`src/rtl/spi_word_master_if.sv`:
```
// Word-level SPI master bus: host handshake, received word and serial pins.
interface spi_word_master_if #(
  parameter int unsigned WIDTH = 64
);
  logic             start;
  logic [WIDTH-1:0] tx_data;
  logic             busy;
  logic             done;
  logic [WIDTH-1:0] rx_data;
  logic             cs_n;
  logic             sck;
  logic             mosi;
  logic             miso;

  // The SPI master itself
  modport master (
    input  start, tx_data, miso,
    output busy, done, rx_data, cs_n, sck, mosi
  );

  // Host plus attached SPI slave
  modport slave (
    output start, tx_data, miso,
    input  busy, done, rx_data, cs_n, sck, mosi
  );
endinterface

```
`src/rtl/spi_word_master.sv`:
```
// SPI mode-0 master moving one WIDTH-bit word per request, MSB first.
// A single CLKDIV down-counter times every phase; the bit counter tracks sck rises.
module spi_word_master #(
  parameter int unsigned WIDTH  = 64,
  parameter int unsigned CLKDIV = 4
) (
  input  logic               wb_clk_i,
  input  logic               wb_rst_i,
  spi_word_master_if.master  bus
);
  localparam int unsigned CNT_W = 8;
  localparam int unsigned BIT_W = $clog2(WIDTH + 1);
  localparam logic [CNT_W-1:0] DIV_LOAD = CNT_W'(CLKDIV - 1);
  localparam logic [BIT_W-1:0] BIT_LAST = BIT_W'(WIDTH);

  typedef enum logic [2:0] {
    IDLE   = 3'd0,
    SETUP  = 3'd1,
    SCK_HI = 3'd2,
    SCK_LO = 3'd3,
    HOLD   = 3'd4,
    GAP    = 3'd5
  } state_t;

  state_t           state_q, state_d;
  logic [CNT_W-1:0] div_q, div_d;
  logic [BIT_W-1:0] bit_q, bit_d;
  logic [WIDTH-1:0] tx_sr_q, tx_sr_d;
  logic [WIDTH-1:0] rx_sr_q, rx_sr_d;
  logic [WIDTH-1:0] rx_data_q, rx_data_d;
  logic             cs_n_q, cs_n_d;
  logic             sck_q, sck_d;
  logic             mosi_q, mosi_d;
  logic             busy_q, busy_d;
  logic             done_q, done_d;
  logic             div_zero_c;

  assign div_zero_c = (div_q == '0);

  // State, counters, shift registers and registered outputs
  always_ff @(posedge wb_clk_i) begin
    if (wb_rst_i) begin
      state_q   <= IDLE;
      div_q     <= '0;
      bit_q     <= '0;
      tx_sr_q   <= '0;
      rx_sr_q   <= '0;
      rx_data_q <= '0;
      cs_n_q    <= 1'b1;
      sck_q     <= 1'b0;
      mosi_q    <= 1'b0;
      busy_q    <= 1'b0;
      done_q    <= 1'b0;
    end else begin
      state_q   <= state_d;
      div_q     <= div_d;
      bit_q     <= bit_d;
      tx_sr_q   <= tx_sr_d;
      rx_sr_q   <= rx_sr_d;
      rx_data_q <= rx_data_d;
      cs_n_q    <= cs_n_d;
      sck_q     <= sck_d;
      mosi_q    <= mosi_d;
      busy_q    <= busy_d;
      done_q    <= done_d;
    end
  end

  // Next state and next register values; each phase ends when the divider hits zero
  always_comb begin
    state_d   = state_q;
    div_d     = div_q;
    bit_d     = bit_q;
    tx_sr_d   = tx_sr_q;
    rx_sr_d   = rx_sr_q;
    rx_data_d = rx_data_q;
    cs_n_d    = cs_n_q;
    sck_d     = sck_q;
    mosi_d    = mosi_q;
    busy_d    = busy_q;
    done_d    = 1'b0;

    if (state_q != IDLE) begin
      div_d = div_zero_c ? DIV_LOAD : (div_q - CNT_W'(1));
    end

    case (state_q)
      IDLE: begin
        if (bus.start) begin
          state_d = SETUP;
          div_d   = DIV_LOAD;
          bit_d   = '0;
          tx_sr_d = bus.tx_data;
          rx_sr_d = '0;
          cs_n_d  = 1'b0;
          busy_d  = 1'b1;
          mosi_d  = bus.tx_data[WIDTH-1];
        end
      end
      SETUP: begin
        if (div_zero_c) begin
          state_d = SCK_HI;
          sck_d   = 1'b1;
          rx_sr_d = {rx_sr_q[WIDTH-2:0], bus.miso};
          bit_d   = bit_q + BIT_W'(1);
        end
      end
      SCK_HI: begin
        if (div_zero_c) begin
          sck_d = 1'b0;
          if (bit_q == BIT_LAST) begin
            // The last falling edge leads straight into HOLD
            state_d = HOLD;
            mosi_d  = 1'b0;
          end else begin
            state_d = SCK_LO;
            tx_sr_d = {tx_sr_q[WIDTH-2:0], 1'b0};
            mosi_d  = tx_sr_q[WIDTH-2];
          end
        end
      end
      SCK_LO: begin
        if (div_zero_c) begin
          state_d = SCK_HI;
          sck_d   = 1'b1;
          rx_sr_d = {rx_sr_q[WIDTH-2:0], bus.miso};
          bit_d   = bit_q + BIT_W'(1);
        end
      end
      HOLD: begin
        if (div_zero_c) begin
          state_d   = GAP;
          cs_n_d    = 1'b1;
          done_d    = 1'b1;
          rx_data_d = rx_sr_q;
        end
      end
      GAP: begin
        if (div_zero_c) begin
          state_d = IDLE;
          busy_d  = 1'b0;
          div_d   = '0;
          bit_d   = '0;
        end
      end
      default: begin
        state_d = IDLE;
      end
    endcase
  end

  assign bus.busy    = busy_q;
  assign bus.done    = done_q;
  assign bus.rx_data = rx_data_q;
  assign bus.cs_n    = cs_n_q;
  assign bus.sck     = sck_q;
  assign bus.mosi    = mosi_q;
endmodule

```
`src/flat_wrapper.sv`:
```
// flat-port wrapper written by rule: the top's interface ports become plain ports
module spi_word_master_flat 
#(
  parameter int unsigned WIDTH  = 64,
  parameter int unsigned CLKDIV = 4
)
  (wb_clk_i, wb_rst_i, bus_start, bus_tx_data, bus_miso, bus_busy, bus_done, bus_rx_data, bus_cs_n, bus_sck, bus_mosi);
  spi_word_master_if #(.WIDTH(WIDTH)) bus_i ();
  input  logic wb_clk_i;
  input  logic wb_rst_i;
  input wire logic [$bits(bus_i.start)-1:0] bus_start;
  input wire logic [$bits(bus_i.tx_data)-1:0] bus_tx_data;
  input wire logic [$bits(bus_i.miso)-1:0] bus_miso;
  output wire logic [$bits(bus_i.busy)-1:0] bus_busy;
  output wire logic [$bits(bus_i.done)-1:0] bus_done;
  output wire logic [$bits(bus_i.rx_data)-1:0] bus_rx_data;
  output wire logic [$bits(bus_i.cs_n)-1:0] bus_cs_n;
  output wire logic [$bits(bus_i.sck)-1:0] bus_sck;
  output wire logic [$bits(bus_i.mosi)-1:0] bus_mosi;
  assign bus_i.start = bus_start;
  assign bus_i.tx_data = bus_tx_data;
  assign bus_i.miso = bus_miso;
  assign bus_busy = bus_i.busy;
  assign bus_done = bus_i.done;
  assign bus_rx_data = bus_i.rx_data;
  assign bus_cs_n = bus_i.cs_n;
  assign bus_sck = bus_i.sck;
  assign bus_mosi = bus_i.mosi;
  spi_word_master #(.WIDTH(WIDTH), .CLKDIV(CLKDIV)) u_core (.wb_clk_i(wb_clk_i), .wb_rst_i(wb_rst_i), .bus(bus_i));
endmodule
```
`config.mk`:
```
export PLATFORM = sky130hd
export DESIGN_NAME = spi_word_master_flat
export DESIGN_NICKNAME = d
export VERILOG_FILES = /design/src/rtl/spi_word_master_if.sv /design/src/rtl/spi_word_master.sv /design/src/flat_wrapper.sv
export SDC_FILE = /design/constraint.sdc
export NUM_CORES = 1
export LEC_CHECK = 0
export CAP_MARGIN = 10
export CORE_UTILIZATION = 50
export CTS_BUF_LIST = sky130_fd_sc_hd__clkbuf_8
export DETAILED_ROUTE_END_ITERATION = 16
export PLACE_DENSITY = 0.85
export SYNTH_ARGS = -nofsm -noshare
export SYNTH_HDL_FRONTEND = slang
export SYNTH_SLANG_ARGS = --single-unit
```
`constraint.sdc`:
```
create_clock -name wb_clk_i -period 2.59 [get_ports wb_clk_i]
set_input_delay 0.518 -clock wb_clk_i [delete_from_list [all_inputs] [get_ports wb_clk_i]]
set_output_delay 0.518 -clock wb_clk_i [all_outputs]
set_load 0.02 [all_outputs]
```
==> flow_summary.json, run 1 <==
{
  "yosysWarnings": 0,
  "p_sw_mw": 3.81,
  "switching_share_pct": 35.9,
  "regToRegStartpoint": "u_core.div_q[3]$_SDFF_PP0_",
  "finalCritPeriodShare_pct": 92.5,
  "r2r-end": "u_core.bus.rx_data[34]$_SDFFE_PP0P_",
  "async_flop_share_pct": 0,
  "netlist_instances": 917,
  "post-cts-setup-buffers": 0,
  "power.clock.fraction_pct": 30.6,
  "seqPwrFrac_pct": 38.9,
  "pin_count": 137,
  "ctsResizeCount": 0,
  "grt_pass1_wl_um": 31800,
  "start_util_pct": 51.8,
  "min_to": "u_core.bus.cs_n$_SDFFE_PP1P_",
  "relSlewSlack_pct": 56.3,
  "vdd_drop_max_v": 0.000521,
  "synth_top_area_cell": "dfxtp_1",
  "drtIter0Drc": 513,
  "overflow": 0,
  "report.final.setup_viol": 0,
  "drc": 0,
  "p_comb_share_pct": 30.5,
  "max_slew.worst_pin.slew_ns": 0.650,
  "synth_top_area_share_pct": 51.5,
  "synth_ff_type": "dfxtp_1",
  "ys_seq_area_share_pct": 51.5,
  "final.setup.tns_ns": 0,
  "skew_ns": 0.0306,
  "internal_power_mw": 6.80,
  "core_area_sq_um": 16100,
  "drt_wl_total_um": 19800,
  "dieWidth_um": 131,
  "nNetsFinal": 1103,
  "path_cells": "or4_4, or3_1, nor4_4, buf_12, a22o_1",
  "rows": 46,
  "clk_pin_slew_ns": 0.07,
  "fin_hold_ws_ns": 0.453,
  "min_period_ns": 2.40,
  "ys_ff_latch": 214,
  "htreeDepth": 2,
  "placed_area_sq_um": 9840,
  "n_antenna_cell": 0,
  "slowest_stage": "or4_4",
  "antenna_found_initial": 0,
  "synth_area_leaders": "dfxtp_1 (52%), nor4_2 (9.2%), nor2_1 (9.1%)",
  "synth_edf_count": 0,
  "viasPerCell": 5.51,
  "critPathKind": "reg -> reg",
  "io_buffer_count": 136,
  "drt-pass1-iter-count": 5,
  "postCtsHoldBufs": 0,
  "max-clock-path-buffers": 3,
  "max_stage_delay_ns": 0.60,
  "antenna_left": 0,
  "clkLatencyLatePin_ns": 0.53,
  "yosysUniqueCellTypes": 46,
  "first_global_vias": 6701,
  "ff2ff_path_depth": 5,
  "crit_family": "simple AND/OR/NAND/NOR gates",
  "num_vias": 7026,
  "gp_congestion": 0.825,
  "hp-class": "reg -> reg",
  "r2r_setup_slack_ns": 0.19,
  "status": "finished, final reports clean",
  "numCtsBuffers": 35,
  "syn2layout_area_growth_pct": 28.3,
  "rsz0062_at_grt": "false",
  "syn_area_sq_um": 8310,
  "cp_max_fo": 65,
  "grt_use_total_pct": 22.9,
  "dp_hpwl_um": 11600,
  "dieArea_sq_um": 17100,
  "cts_tree": "built",
  "arrival_ns": 2.84,
  "syn_nets": 989,
  "layout_common_cells": "dfxtp_1 (214), nor2_1 (202), clkdlybuf4s50_1 (135)",
  "hold_depth": 2,
  "cts-root-buf": "clkbuf_8",
  "drive_gt1_share_pct": 13.6,
  "finalHoldViolCount": 0,
  "grt_max_degree": 75,
  "fin_area_sq_um": 10700,
  "power.density_nw_per_um2": 995,
  "cp-end-kind": "flop",
  "maxCapViolCount": 0,
  "p_leak_nw": 3.93,
  "cp-start-kind": "flop",
  "fmax_mhz": 417,
  "slew_viol_final": 0,
  "clock_sinks": 214,
  "fillers": 1245,
  "layout_commonest_cell": "dfxtp_1",
  "crit_buf_inv": 1,
  "cp.required_ns": 3.03,
  "holdCritStartpoint": "u_core.bus.cs_n$_SDFFE_PP1P_",
  "syn_area_per_cell_sq_um": 9.07,
  "die_y_um": 131,
  "wl_per_cell_um": 15.5
}
-- layer usage --
metal  track usage, %  routed length [um]  up-vias
met4             7.57                 303        0
met3             6.60                1590       33
met5                0                   0        -
met2             37.8                9090      228
li1                 -                   -     3421
met1             28.8                8790     3344
-- stage by stage --
step | cells | total power [mW] | util, % | worst slack [ns]
floorplan | 917 | 6.47 | - | 0.317
global placement | 1209 | 7.20 | 61.3 | 0.171
detailed placement | 1209 | 7.32 | 61.3 | 0.111
CTS | 1273 | 10.6 | 66.2 | 0.0124
global route | 1274 | 11.2 | 66.4 | 0.0461
finish | 1274 | 10.6 | 66.4 | 0.194
-- cell families after synthesis --
family	synth area share (%)
AOI/OAI and AO/OA	13.7
adders and majority gates	0.602
buffers and inverters	4.56
xor gates and xnor gates	0.632
and+or+nand+nor	29.0
DFF	51.5
-- how the worst max path moves through the flow --
stage | start | end | slack [ns] | cells after the start
2_1_floorplan | u_core.div_q[3]$_SDFF_PP0_ | u_core.tx_sr_q[10]$_SDFFE_PP0P_ | 0.32 | 8
5_1_grt | u_core.div_q[0]$_SDFF_PP0_ | u_core.bit_q[6]$_SDFFE_PP0P_ | 0.05 | 7
4_1_cts | u_core.div_q[3]$_SDFF_PP0_ | u_core.tx_sr_q[62]$_SDFFE_PP0P_ | 0.01 | 6
6_report | u_core.div_q[3]$_SDFF_PP0_ | u_core.bus.rx_data[34]$_SDFFE_PP0P_ | 0.19 | 5
3_5_place_dp | u_core.div_q[3]$_SDFF_PP0_ | u_core.tx_sr_q[4]$_SDFFE_PP0P_ | 0.11 | 6
3_3_place_gp | u_core.div_q[3]$_SDFF_PP0_ | u_core.tx_sr_q[1]$_SDFFE_PP0P_ | 0.17 | 6
-- power groups by stage --
| stage | Combinational, mW | Sequential, mW | Clock (mW) |
|---|---|---|---|
| 2_1_floorplan | 2.36 | 4.11 | 0 |
| 3_3_place_gp | 3.04 | 4.17 | 0 |
| 3_5_place_dp | 3.14 | 4.18 | 0 |
| 4_1_cts | 3.15 | 4.12 | 3.31 |
| 5_1_grt | 3.58 | 4.19 | 3.46 |
| 6_report | 3.23 | 4.13 | 3.25 |
-- synth_stat cells (2+ instances only) --
cell type and number:
a21boi_0 3, a21oi_1 73, a22o_1 64, a22oi_1 3, buf_2 9, buf_4 6
buf_6 6, clkbuf_1 55, dfxtp_1 214, ha_1 4, inv_1 4, nand2_1 75
nand2b_1 5, nand3_1 69, nand3b_1 2, nor2_1 202, nor2b_1 2, nor3_1 10
nor4_1 4, nor4_2 61, o21ai_0 10, o21ai_4 2, o31ai_1 2, or3_1 5
or4_1 2, xnor2_1 4, xor2_1 2
-- flip-flops by register name (all words and copies together) (netlist names) --
name                count
u_core.bus.mosi         1
u_core.tx_sr_q         63
u_core.bus.sck          1
u_core.rx_sr_q         64
u_core.bit_q            7
u_core.div_q            8
u_core.bus.done         1
u_core.bus.busy         1
u_core.state_q          3
u_core.bus.cs_n         1
u_core.bus.rx_data     64
-- final cells by class --
type / count / area, sq um / share of cell area, %
clock buffers: 45 / 619 / 5.81
clock inverters: 19 / 176 / 1.65
inverters: 4 / 15.0 / 0.141
multi-input cells: 623 / 3700 / 34.7
flip-flops and latches: 214 / 4280 / 40.2
well taps: 216 / 270 / 2.53
repair buffers: 153 / 1600 / 15.0
-- worst min-delay path, stage by stage (launching register included) --
cell	delay [ns]
dfxtp_1	0.31
nand2_1	0.05
nand2_1	0.05
Note: power is estimated with default switching activity, not from simulation.
==> run 2, diff against run 1 <==
--- a/config.mk
+++ b/config.mk
@@ -5,11 +5,11 @@
 export SDC_FILE = /design/constraint.sdc
 export NUM_CORES = 1
 export LEC_CHECK = 0
-export CAP_MARGIN = 10
 export CORE_UTILIZATION = 50
 export CTS_BUF_LIST = sky130_fd_sc_hd__clkbuf_8
 export DETAILED_ROUTE_END_ITERATION = 16
 export PLACE_DENSITY = 0.85
+export SETUP_SLACK_MARGIN = 0.3
 export SYNTH_ARGS = -nofsm -noshare
 export SYNTH_HDL_FRONTEND = slang
 export SYNTH_SLANG_ARGS = --single-unit
==> flow_summary.json, run 2 (synthesis results as in run 1) <==
{
  "dp_hpwl_um": 11600,
  "maxCapViolCount": 0,
  "ff2ff_path_depth": 8,
  "r2r-end": "u_core.tx_sr_q[38]$_SDFFE_PP0P_",
  "holdCritStartpoint": "u_core.bus.cs_n$_SDFFE_PP1P_",
  "report.final.setup_viol": 0,
  "arrival_ns": 2.74,
  "overflow": 0,
  "hold_depth": 2,
  "core_area_sq_um": 16100,
  "placed_area_sq_um": 9840,
  "rsz0062_at_grt": "true",
  "max_slew.worst_pin.slew_ns": 0.635,
  "gp_congestion": 0.825,
  "fmax_mhz": 432,
  "slew_viol_final": 0,
  "critPathKind": "reg -> reg",
  "min_period_ns": 2.32,
  "grt_max_degree": 75,
  "fin_hold_ws_ns": 0.452,
  "cts_tree": "built",
  "die_y_um": 131,
  "rows": 46,
  "cp-end-kind": "flop",
  "nNetsFinal": 1125,
  "hp-class": "reg -> reg",
  "drt_wl_total_um": 22000,
  "n_antenna_cell": 0,
  "start_util_pct": 51.8,
  "min_to": "u_core.bus.cs_n$_SDFFE_PP1P_",
  "grt_pass1_wl_um": 33900,
  "finalHoldViolCount": 0,
  "power.density_nw_per_um2": 1030,
  "layout_common_cells": "dfxtp_1 (211), nor2_1 (198), clkdlybuf4s50_1 (135)",
  "num_vias": 7306,
  "drive_gt1_share_pct": 16.8,
  "clock_sinks": 214,
  "grt_use_total_pct": 24.8,
  "clk_pin_slew_ns": 0.07,
  "final.setup.tns_ns": 0,
  "io_buffer_count": 136,
  "vdd_drop_max_v": 0.000532,
  "wl_per_cell_um": 17.0,
  "cts-root-buf": "clkbuf_8",
  "antenna_left": 0,
  "fillers": 1159,
  "skew_ns": 0.0303,
  "finalCritPeriodShare_pct": 89.4,
  "relSlewSlack_pct": 57.7,
  "clkLatencyLatePin_ns": 0.54,
  "first_global_vias": 7011,
  "r2r_setup_slack_ns": 0.27,
  "syn2layout_area_growth_pct": 33.6,
  "dieArea_sq_um": 17100,
  "pin_count": 137,
  "dieWidth_um": 131,
  "p_total_mw": 11.4,
  "cp-start-kind": "flop",
  "regToRegStartpoint": "u_core.div_q[4]$_SDFF_PP0_",
  "fin_util_pct": 69.2,
  "fin_area_sq_um": 11100,
  "drtIter0Drc": 577,
  "cp.required_ns": 3.01,
  "cp_max_fo": 7,
  "drt-pass1-iter-count": 5,
  "status": "finished, final reports clean",
  "layout_commonest_cell": "dfxtp_1",
  "numCtsBuffers": 35,
  "p_leak_nw": 4.11,
  "htreeDepth": 2,
  "antenna_found_initial": 0,
  "drc": 0,
  "viasPerCell": 5.64,
  "max-clock-path-buffers": 3
}
## run 2: cell types whose count changed in the layout (fill, tap and decap cells not counted), sizes merged
cell    delta
buf       +20
clkbuf     +2
## run 2: cell type report
class / count / area, sq um / area share, %
flip-flops and latches: 214 / 4290 / 38.6
multi-input cells: 623 / 3800 / 34.2
repair buffers: 175 / 1940 / 17.4
clock buffers: 45 / 619 / 5.58
well taps: 216 / 270 / 2.43
clock inverters: 19 / 176 / 1.59
inverters: 4 / 15.0 / 0.135
## run 2: report_power, final
part	switching [mW]	total, mW	internal [mW]
registers	0.374	4.18	3.80
logic	2.40	3.98	1.58
clock network	1.39	3.27	1.89
total	4.16	11.4	7.27
## run 2: how the worst max path moves through the flow
stage / startpoint / end / slack [ns] / cells past startpoint
after floorplan: u_core.div_q[3]$_SDFF_PP0_ / u_core.tx_sr_q[10]$_SDFFE_PP0P_ / 0.32 / 8
after global placement: u_core.div_q[3]$_SDFF_PP0_ / u_core.tx_sr_q[1]$_SDFFE_PP0P_ / 0.17 / 6
after detailed placement: u_core.div_q[3]$_SDFF_PP0_ / u_core.tx_sr_q[4]$_SDFFE_PP0P_ / 0.11 / 6
after CTS: u_core.div_q[4]$_SDFF_PP0_ / u_core.tx_sr_q[38]$_SDFFE_PP0P_ / 0.32 / 8
after global routing: u_core.div_q[4]$_SDFF_PP0_ / u_core.tx_sr_q[20]$_SDFFE_PP0P_ / 0.23 / 8
final: u_core.div_q[4]$_SDFF_PP0_ / u_core.tx_sr_q[38]$_SDFFE_PP0P_ / 0.27 / 8
## run 2: worst max-delay path: stages, from the launching register on
cell and delay, ns:
dfxtp_2 0.32, or4_4 0.55, or4b_4 0.52, o21ai_4 0.21
buf_6 0.14, buf_6 0.12, clkbuf_16 0.16, nor2_1 0.05
nor4_2 0.14
## run 2: timing repair
action	in CTS	in global routing
endpoints found under the hold margin	0	0
hold buffers	0	0
pin swaps	4	3
cloned	5	3
buffers inserted	11	4
setup endpoints to repair	193	84
gates resized for setup	17	17
## run 2: per-layer routing
metal	wire length (um)	vias up	GRT usage (%)	share of wire (%)
met5	0	-	0	0
met4	505	0	9.40	2.3
met3	1920	49	6.64	8.7
met2	10500	306	41.7	48
met1	9030	3472	30.3	41
li1	-	3479	-	-
## run 2: through the flow
| step | worst slack, ns | cells |
|---|---|---|
| after floorplan | 0.317 | 917 |
| after global placement | 0.171 | 1209 |
| after detailed placement | 0.111 | 1209 |
| after CTS | 0.324 | 1289 |
| after global routing | 0.232 | 1296 |
| final | 0.274 | 1296 |
==> run 3, diff against run 2 <==
--- a/config.mk
+++ b/config.mk
@@ -5,10 +5,12 @@
 export SDC_FILE = /design/constraint.sdc
 export NUM_CORES = 1
 export LEC_CHECK = 0
+export ABC_CLOCK_PERIOD_IN_PS = 1900
+export CAP_MARGIN = 20
 export CORE_UTILIZATION = 50
 export CTS_BUF_LIST = sky130_fd_sc_hd__clkbuf_8
 export DETAILED_ROUTE_END_ITERATION = 16
-export PLACE_DENSITY = 0.85
+export PLACE_DENSITY = 0.88
 export SETUP_SLACK_MARGIN = 0.3
 export SYNTH_ARGS = -nofsm -noshare
 export SYNTH_HDL_FRONTEND = slang
==> constraint.sdc (replaced) <==
create_clock -name wb_clk_i -period 1.9 [get_ports wb_clk_i]
set_input_delay 0.38 -clock wb_clk_i [delete_from_list [all_inputs] [get_ports wb_clk_i]]
set_output_delay 0.38 -clock wb_clk_i [all_outputs]
set_load 0.02 [all_outputs]
==> flow_summary.json, run 3 (synthesis results as in run 1) <==
{
  "num_vias": 7713,
  "instances_no_fill": 1348,
  "setup_ws_ns": -0.410,
  "layout_commonest_cell": "dfxtp_1",
  "dp_hpwl_um": 12800,
  "grt_use_total_pct": 25.0,
  "numCtsBuffers": 35,
  "final.setup.tns_ns": -57.26,
  "power.density_nw_per_um2": 1390,
  "status": "finished with violations",
  "violations": "setup timing",
  "antenna_left": 0,
  "multi_input_comb_area_sq_um": 3870,
  "switching_share_pct": 37.3,
  "cp-end-kind": "flop",
  "gp_congestion": 0.822,
  "fillers": 1082,
  "layout_common_cells": "dfxtp_1 (212), nor2_1 (186), clkdlybuf4s50_1 (135)",
  "internal_power_mw": 10.0,
  "drt_wl_total_um": 24000,
  "grt_util_met1_pct": 30.4,
  "cts-root-buf": "clkbuf_8",
  "fmax_mhz": 433,
  "use_met3_pct": 4.03,
  "pin_count": 137,
  "cp-start-kind": "flop",
  "min_period_ns": 2.31,
  "register_area_sq_um": 4290,
  "max-clock-path-buffers": 3,
  "seqPwrFrac_pct": 35.0,
  "slowest_stage": "or4_4",
  "critPathKind": "reg -> reg",
  "p_total_mw": 16.0,
  "htreeDepth": 2,
  "syn2layout_area_growth_pct": 38.7,
  "r2r-end": "u_core.tx_sr_q[41]$_SDFFE_PP0P_",
  "start_util_pct": 51.8,
  "placed_area_sq_um": 10300,
  "cp_max_fo": 9,
  "clock_sinks": 214,
  "grt_max_degree": 81,
  "p_sw_mw": 5.96,
  "relSlewSlack_pct": 65.5,
  "busiest_layer": "met2",
  "crit_family": "simple AND/OR/NAND/NOR gates",
  "hp-class": "in -> reg",
  "slew_viol_final": 0,
  "core_area_sq_um": 16100,
  "die_y_um": 131,
  "holdCritStartpoint": "wb_rst_i",
  "met2_usage_pct": 43.3,
  "antenna_found_initial": 0,
  "cts_tree": "built",
  "viasPerCell": 5.72,
  "clkLatencyLatePin_ns": 0.51,
  "hold_depth": 2,
  "dieWidth_um": 131,
  "wl_per_cell_um": 17.8,
  "crit_buf_inv": 2,
  "cp.required_ns": 2.32,
  "finalCritPeriodShare_pct": 122,
  "skew_ns": 0.0141,
  "overflow": 0,
  "vdd_drop_max_v": 0.000993,
  "report.final.setup_viol": 212,
  "n_antenna_cell": 0,
  "ff2ff_path_depth": 7,
  "arrival_ns": 2.73,
  "max_slew.worst_pin.slew_ns": 0.518,
  "grt_pass1_wl_um": 34100,
  "fin_area_sq_um": 11500,
  "r2r_setup_slack_ns": -0.41,
  "io_buffer_count": 136,
  "clk_pin_slew_ns": 0.06,
  "drc": 0,
  "postCtsHoldBufs": 0,
  "drtIter0Drc": 727,
  "first_global_vias": 7178,
  "dieArea_sq_um": 17100,
  "place_inst": 1261,
  "maxCapViolCount": 0,
  "path_cells": "or4_4, or4b_4, o21ai_4, buf_6, clkbuf_16, nor2_1, nor4_2",
  "min_to": "u_core.div_q[1]$_SDFF_PP0_",
  "p_comb_share_pct": 40.8,
  "max_stage_delay_ns": 0.57,
  "drive_gt1_share_pct": 21.6,
  "power.clock.fraction_pct": 24.2,
  "regToRegStartpoint": "u_core.div_q[4]$_SDFF_PP0_",
  "drt-pass1-iter-count": 6,
  "p_leak_nw": 4.37,
  "rsz0062_at_grt": "true",
  "nNetsFinal": 1180,
  "finalHoldViolCount": 0,
  "rows": 46
}
[run 3: changes by cell type in the layout (fill, tap and decap cells not counted), moves of 8 or more]
cell    before  now
buf_6        5   13
nor2_1     198  186
buf_4       18   57
nor2_2       2   15
[run 3: what timing repair did]
action | 4_1_cts | 5_1_grt
buffers inserted | 3 | 8
cloned | 3 | 12
pin swaps | 2 | 5
resized for setup | 18 | 38
endpoints found under the setup margin | 283 | 283
[run 3: layer usage]
| layer | share of wire (%) | vias up |
|---|---|---|
| met4 | 3.0 | 0 |
| met5 | 0 | - |
| met3 | 5.9 | 64 |
| met2 | 50 | 330 |
| met1 | 41 | 3732 |
| li1 | - | 3587 |
[run 3: final cells by class]
| class | instances | area share [%] |
|---|---|---|
| multi-input cells | 624 | 33.6 |
| clock inverters | 18 | 0.694 |
| repair buffers | 229 | 21.0 |
| flip-flops and latches | 214 | 37.2 |
| clock buffers | 43 | 5.13 |
| inverters | 4 | 0.130 |
| well taps | 216 | 2.34 |
[run 3: power groups by stage]
stage,sequential [mW],clock (mW),combinational [mW]
3_3_place_gp,5.58,0,5.07
4_1_cts,5.52,3.89,5.72
6_report,5.59,3.87,6.53
5_1_grt,5.65,4.14,6.98
2_1_floorplan,5.60,0,3.51
3_5_place_dp,5.60,0,5.25
[run 3: through the flow]
stage / utilization [%] / hold WS [ns] / setup slack [ns]
6_report: 71.8 / 0.261 / -0.410
5_1_grt: 71.8 / 0.268 / -0.483
4_1_cts: 69.5 / 0.240 / -0.296
3_5_place_dp: 64.2 / 0.449 / -0.390
3_3_place_gp: 64.2 / 0.441 / -0.285
2_1_floorplan: - / 0.436 / -0.367
[run 3: how the worst max path moves through the flow]
stage	from	end	slack, ns	depth (start not counted)
2_1_floorplan	u_core.div_q[4]$_SDFF_PP0_	u_core.tx_sr_q[10]$_SDFFE_PP0P_	-0.37	8
3_3_place_gp	u_core.div_q[4]$_SDFF_PP0_	u_core.tx_sr_q[62]$_SDFFE_PP0P_	-0.29	6
6_report	u_core.div_q[4]$_SDFF_PP0_	u_core.tx_sr_q[41]$_SDFFE_PP0P_	-0.41	7
5_1_grt	u_core.div_q[4]$_SDFF_PP0_	u_core.tx_sr_q[41]$_SDFFE_PP0P_	-0.48	7
4_1_cts	u_core.div_q[4]$_SDFF_PP0_	u_core.tx_sr_q[29]$_SDFFE_PP0P_	-0.30	7
3_5_place_dp	u_core.div_q[4]$_SDFF_PP0_	u_core.tx_sr_q[29]$_SDFFE_PP0P_	-0.39	6
[run 3: worst reg2reg max path, delay by kind of cell, from the launching register on]
kind / cells / cell delay (ns)
flip-flops: 1 / 0.32
buffers and inverters: 2 / 0.36
AND/OR/NAND/NOR: 4 / 1.31
AO/OA/AOI/OAI: 1 / 0.24
